--- src/rtl/mmio_board_io_pkg.sv ---
// Shared register offsets and seven-segment constants for the board I/O slave.
package mmio_board_io_pkg;

    localparam logic [2:0] REG_SEG_DATA = 3'd0;
    localparam logic [2:0] REG_SEG_CTRL = 3'd1;
    localparam logic [2:0] REG_LED      = 3'd2;
    localparam logic [2:0] REG_SW       = 3'd3;
    localparam logic [2:0] REG_BTN      = 3'd4;
    localparam logic [2:0] REG_BTN_EDGE = 3'd5;

    localparam logic [7:0] SEG_BLANK = 8'hFF;

    // Active-high {g..a} patterns, entry 15 first so HEX7_TABLE[n] selects digit n.
    localparam logic [15:0][6:0] HEX7_TABLE = {
        7'h71, 7'h79, 7'h5E, 7'h39, 7'h7C, 7'h77, 7'h6F, 7'h7F,
        7'h07, 7'h7D, 7'h6D, 7'h66, 7'h4F, 7'h5B, 7'h06, 7'h3F
    };

endpackage

--- src/rtl/mmio_board_io_seg7_hex_decoder.sv ---
// Combinational hex nibble to active-high seven-segment pattern {g..a}.
module seg7_hex_decoder
    import mmio_board_io_pkg::*;
(
    input  logic [3:0] nibble_i,
    output logic [6:0] seg_o
);

    assign seg_o = HEX7_TABLE[nibble_i];

endmodule

--- src/rtl/mmio_board_io.sv ---
// Memory-mapped board I/O: seven-segment scan, LEDs, synchronised switches and
// debounced buttons with sticky press flags for CPU loads.
module mmio_board_io
    import mmio_board_io_pkg::*;
#(
    parameter int SCAN_DIV     = 100000,
    parameter int DEBOUNCE_DIV = 1000000
) (
    input  logic        clk,
    input  logic        rst,
    input  logic        ce,
    input  logic        we,
    input  logic [31:0] addr,
    input  logic [3:0]  sel,
    input  logic [31:0] data_i,
    output logic [31:0] data_o,
    input  logic [7:0]  sw,
    input  logic [4:0]  btn,
    output logic [7:0]  seg,
    output logic [3:0]  an,
    output logic [7:0]  led
);

    localparam int SCAN_W = (SCAN_DIV > 1) ? $clog2(SCAN_DIV) : 1;
    localparam int DB_W   = (DEBOUNCE_DIV > 1) ? $clog2(DEBOUNCE_DIV) : 1;
    localparam logic [SCAN_W-1:0] SCAN_LAST = SCAN_W'(SCAN_DIV - 1);
    localparam logic [DB_W-1:0]   DB_LAST   = DB_W'(DEBOUNCE_DIV - 1);

    logic [15:0]       seg_data_q;
    logic [7:0]        seg_ctrl_q, led_q;
    logic [7:0]        sw_meta_q, sw_sync_q;
    logic [4:0]        btn_meta_q, btn_sync_q, btn_prev_q, btn_db_q, btn_edge_q;
    logic [4:0]        btn_db_d, btn_edge_d, btn_agree, edge_clr;
    logic [SCAN_W-1:0] scan_cnt_q;
    logic [DB_W-1:0]   db_cnt_q;
    logic [1:0]        idx_q;
    logic [7:0]        seg_q, seg_d;
    logic [3:0]        an_q, an_d;
    logic [6:0]        hex_seg;
    logic [3:0]        nibble;
    logic              wr_en, rd_en, db_tick, scan_wrap, digit_en, digit_dp;
    logic [2:0]        reg_sel;
    logic              unused_bits;

    assign wr_en     = ce & we;
    assign rd_en     = ce & ~we;
    assign reg_sel   = addr[4:2];
    assign db_tick   = (db_cnt_q == DB_LAST);
    assign scan_wrap = (scan_cnt_q == SCAN_LAST);
    assign unused_bits = ^{addr[31:5], addr[1:0], data_i[31:16], sel[3:2]};

    // A bit is accepted only when two consecutive tick samples agree.
    assign btn_agree = ~(btn_sync_q ^ btn_prev_q);
    assign btn_db_d  = db_tick ? ((btn_agree & btn_sync_q) | (~btn_agree & btn_db_q)) : btn_db_q;
    assign edge_clr  = (wr_en && reg_sel == REG_BTN_EDGE && sel[0]) ? data_i[4:0] : 5'd0;
    assign btn_edge_d = (btn_edge_q & ~edge_clr) | (btn_db_d & ~btn_db_q);

    assign nibble   = seg_data_q[{idx_q, 2'b00} +: 4];
    assign digit_en = seg_ctrl_q[{1'b0, idx_q}];
    assign digit_dp = seg_ctrl_q[{1'b1, idx_q}];

    seg7_hex_decoder u_hex (
        .nibble_i (nibble),
        .seg_o    (hex_seg)
    );

    assign seg_d = digit_en ? ~{digit_dp, hex_seg} : SEG_BLANK;
    assign an_d  = digit_en ? ~(4'b0001 << idx_q) : 4'hF;

    always_comb begin
        data_o = '0;
        if (rd_en) begin
            case (reg_sel)
                REG_SEG_DATA: data_o = {16'h0, seg_data_q};
                REG_SEG_CTRL: data_o = {24'h0, seg_ctrl_q};
                REG_LED:      data_o = {24'h0, led_q};
                REG_SW:       data_o = {24'h0, sw_sync_q};
                REG_BTN:      data_o = {27'h0, btn_db_q};
                REG_BTN_EDGE: data_o = {27'h0, btn_edge_q};
                default:      data_o = '0;
            endcase
        end
    end

    always_ff @(posedge clk or posedge rst) begin
        if (rst) begin
            seg_data_q <= '0;
            seg_ctrl_q <= '0;
            led_q      <= '0;
            sw_meta_q  <= '0;
            sw_sync_q  <= '0;
            btn_meta_q <= '0;
            btn_sync_q <= '0;
            btn_prev_q <= '0;
            btn_db_q   <= '0;
            btn_edge_q <= '0;
            scan_cnt_q <= '0;
            db_cnt_q   <= '0;
            idx_q      <= '0;
            seg_q      <= SEG_BLANK;
            an_q       <= 4'hF;
        end else begin
            sw_meta_q  <= sw;
            sw_sync_q  <= sw_meta_q;
            btn_meta_q <= btn;
            btn_sync_q <= btn_meta_q;

            db_cnt_q <= db_tick ? '0 : db_cnt_q + DB_W'(1);
            if (db_tick) btn_prev_q <= btn_sync_q;
            btn_db_q   <= btn_db_d;
            btn_edge_q <= btn_edge_d;

            scan_cnt_q <= scan_wrap ? '0 : scan_cnt_q + SCAN_W'(1);
            if (scan_wrap) idx_q <= idx_q + 2'd1;
            seg_q <= seg_d;
            an_q  <= an_d;

            if (wr_en) begin
                case (reg_sel)
                    REG_SEG_DATA: begin
                        if (sel[0]) seg_data_q[7:0]  <= data_i[7:0];
                        if (sel[1]) seg_data_q[15:8] <= data_i[15:8];
                    end
                    REG_SEG_CTRL: if (sel[0]) seg_ctrl_q <= data_i[7:0];
                    REG_LED:      if (sel[0]) led_q      <= data_i[7:0];
                    default: ;
                endcase
            end
        end
    end

    assign seg = seg_q;
    assign an  = an_q;
    assign led = led_q;

endmodule

--- config.mk ---
export PLATFORM = sky130hd
export DESIGN_NAME = mmio_board_io
export DESIGN_NICKNAME = d
export VERILOG_FILES = /design/src/rtl/mmio_board_io_pkg.sv /design/src/rtl/mmio_board_io_seg7_hex_decoder.sv /design/src/rtl/mmio_board_io.sv
export SDC_FILE = /design/constraint.sdc
export NUM_CORES = 1
export LEC_CHECK = 0
export BUFFER_PORTS_ARGS = -buffer_cell sky130_fd_sc_hd__buf_4
export CAP_MARGIN = 40
export CORE_ASPECT_RATIO = 0.8
export CORE_MARGIN = 5
export CORE_UTILIZATION = 46
export DETAILED_ROUTE_END_ITERATION = 7
export PLACE_DENSITY = 0.74
export SYNTH_ARGS = -nofsm -noshare
export SYNTH_HDL_FRONTEND = slang
export SYNTH_SLANG_ARGS = --single-unit
--- constraint.sdc ---
create_clock -name clk -period 4.1 [get_ports clk]
set_input_delay 0.615 -clock clk [delete_from_list [all_inputs] [get_ports clk]]
set_output_delay 0.615 -clock clk [all_outputs]
set_load 0.005 [all_outputs]
==> results.py <==
metrics = {
    "timing": {
        "fin_crit_ps": 2840,
        "fin_crit_sh": 0.692,
        "worst_slew_pin_slew_ps": 918,
        "skew_ps": 9.27,
        "slew_headroom": 0.382,
        "finalSetupViolations": 0,
        "hold_slack_ps": 302,
        "fmax_mhz": 352,
        "report.final.slew_viol_count": 0,
        "final_hold_viol_count": 0,
        "fin_setup_tns_ps": 0,
        "rsz0062_at_grt": "false",
    },
    "die": {
        "start_util": 0.469,
        "die_area_um2": 14700,
        "num_rows": 36,
        "coreArea_um2": 12200,
        "dieWidth_um": 135,
        "io_pins": 137,
        "die_h_um": 110,
    },
    "placed_design": {
        "placed_cell_area_um2": 6340,
        "io_buffers": 73,
        "hpwl_mm": 8.68,
        "place_congestion": 0.808,
        "dpl.cell_count": 674,
    },
    "worst_setup_path": {
        "ff2ff_path_depth": 4,
        "arrival_ps": 2220,
        "cp-end-kind": "primary output",
        "r2r_start": "db_cnt_q[10]",
        "cp_cell_sequence": "buf_4 > nand2b_1 > nor4_1 > and2_1 > buf_4",
        "r2r_setup_slack_ps": 1600,
        "r2r-end": "btn_prev_q[2]",
        "path_max_fanout": 9,
        "cpPeakStageDelay_ps": 770,
        "critical_path.startpoint_type": "primary input",
        "critPathSlowestCell": "nor4_1",
        "crit_required_ps": 3480,
        "crit_type": "primary input to primary output",
        "critPathMostFrequentCell": "buf_4",
    },
    "global_routing": {
        "grt_max_degree": 67,
        "grt_pass1_vias": 4076,
        "grt_pass1_wl_mm": 20.7,
        "grt.overflow.total": 0,
        "grt_use_total": 0.181,
        "antenna_found_initial": 0,
    },
    "clocking": {
        "cts_sinks": 124,
        "cts_buffers": 17,
        "cts_hold_buf": 0,
        "clockRootBuffer": "clkbuf_16",
        "post_cts_resized": 0,
        "post_cts_buffers": 0,
        "cts_tree": "built",
        "clk_pin_slew_worst_paths_ps": 60,
        "h-tree-depth": 4,
        "clock_latency_ps": 420,
        "clock_path_buffers": 2,
    },
    "min_path": {
        "hp-start": "sw[7]",
        "hold_class": "primary input to flip-flop",
        "hold_depth": 1,
        "holdPathEnd": "sw_meta_q[7]",
    },
    "route": {
        "drt-pass1-iter-count": 4,
        "routed-wl-met2_mm": 6.07,
        "met3_length_um": 821,
        "ant_nets": 0,
        "vias": 3930,
        "wl_met1_mm": 5.58,
        "topRoutingLayerUsed": "met4",
        "routedWlPerCell_um": 18.0,
        "drc": 0,
        "first_iter_violations": 225,
        "wl_mm": 12.7,
        "viasPerCell": 5.57,
    },
    "synthesis": {
        "netlist_top_cells_area": "dfrtp_1, mux2_2, dfstp_2, mux4_2, xnor2_1",
        "yosys-top-cells-count": "dfrtp_1, mux2_2, nor2_1",
        "synth_area_um2": 5700,
        "synth-main-ff-cell": "dfrtp_1",
        "synth_cells": 465,
        "yosysSeqAreaShare": 0.547,
        "yosysWarnings": 0,
        "async_reset_ff_frac": 1.00,
        "synth.top_cell.area_share": 0.491,
        "avgSynthCellArea_um2": 12.3,
        "synth_edf_count": 0,
        "yosys.area.top_type": "dfrtp_1",
        "synth_cell_type_count": 48,
        "yosysMostFrequentCell": "dfrtp_1",
        "ys_seq_elements": 124,
    },
    "finish": {
        "fillCellCount": 986,
        "drive_above_1_share": 0.330,
        "area_delta_synth_final_pct": 22.2,
        "antenna_cells": 0,
        "post-route-util": 0.573,
        "layoutNonFillerInstCount": 706,
        "nets": 638,
        "fin_area_um2": 6970,
    },
    "pwr": {
        "vdd_drop_max_mv": 0.317,
        "power.density_nw_per_um2": 479,
        "power.leakage_nw": 3.19,
    },
    "flow_run": {
        "cap_violations": 0,
    },
    "outcome": {
        "status": "complete, no violations",
    },
}
[how the worst max path moves through the flow]
stage          start          end
2_1_floorplan    rst  btn_db_q[0]
3_3_place_gp      we    data_o[8]
3_5_place_dp      we   data_o[11]
4_1_cts           we   data_o[15]
5_1_grt           we    data_o[8]
6_report          we   data_o[11]
[worst max-delay path: cells and delay by family]
kind                   cells  cell delay [ps]
AND/OR/NAND/NOR            3             1380
buffers and inverters      2              220
[state kept, by name (all words and copies together), names as in the netlist]
register    count
seg_data_q     16
scan_cnt_q     17
led             8
btn_db_q        5
btn_meta_q      5
sw_meta_q       8
db_cnt_q       20
seg             8
btn_prev_q      5
btn_edge_q      5
sw_sync_q       8
seg_ctrl_q      8
an              4
btn_sync_q      5
idx_q           2
[layout by cell type, fill, tap and decap left out, types with 12 or more instances in the layout]
cell	instances
inv_1	15
nand2_1	25
o21ai_0	14
ha_1	12
nor2_1	26
xnor2_1	21
dfrtp_1	112
clkbuf_16	17
dfstp_2	12
buf_4	75
conb_1	16
nand3_1	16
mux2_2	43
[routing by layer]
metal,track usage,vias up
met1,0.241,2002
met5,0,-
met2,0.282,126
met3,0.0489,21
met4,0.0821,0
li1,-,1781
[logic make-up (layout without fill, tap and decap cells)]
logic type	after synthesis	count (layout)	synth area share
buffers and inverters	50	124	0.0452
other	1	16	0.000657
AO/OA/AOI/OAI	57	57	0.0709
flip-flops	124	124	0.547
multiplexers	61	61	0.142
XOR/XNOR	29	29	0.0445
AND/OR/NAND/NOR	131	131	0.124
adder cells (fa/ha/maj)	12	12	0.0263
[per-stage QoR]
stage	total power, mW	worst slack [ps]
6_report	3.34	1260
5_1_grt	3.47	1100
3_5_place_dp	1.76	1260
2_1_floorplan	1.62	206
4_1_cts	3.36	1260
3_3_place_gp	1.75	1280
[final cells by class]
type / count / area, um2 / area share
timing repair buffer: 76 / 583 / 0.0836
clock inverter: 14 / 193 / 0.0276
sequential: 124 / 3120 / 0.447
tap: 152 / 190 / 0.0273
multi-input combinational: 306 / 2380 / 0.342
inverter: 16 / 62.6 / 0.00898
clock buffer: 18 / 439 / 0.0630
[where the power goes]
group / internal, mW / switching [mW] / leakage, nW
clock network: 1.03 / 0.557 / 0.302
registers: 1.33 / 0.0656 / 1.56
logic: 0.190 / 0.159 / 1.33
Note: power is estimated with default switching activity, not from simulation.
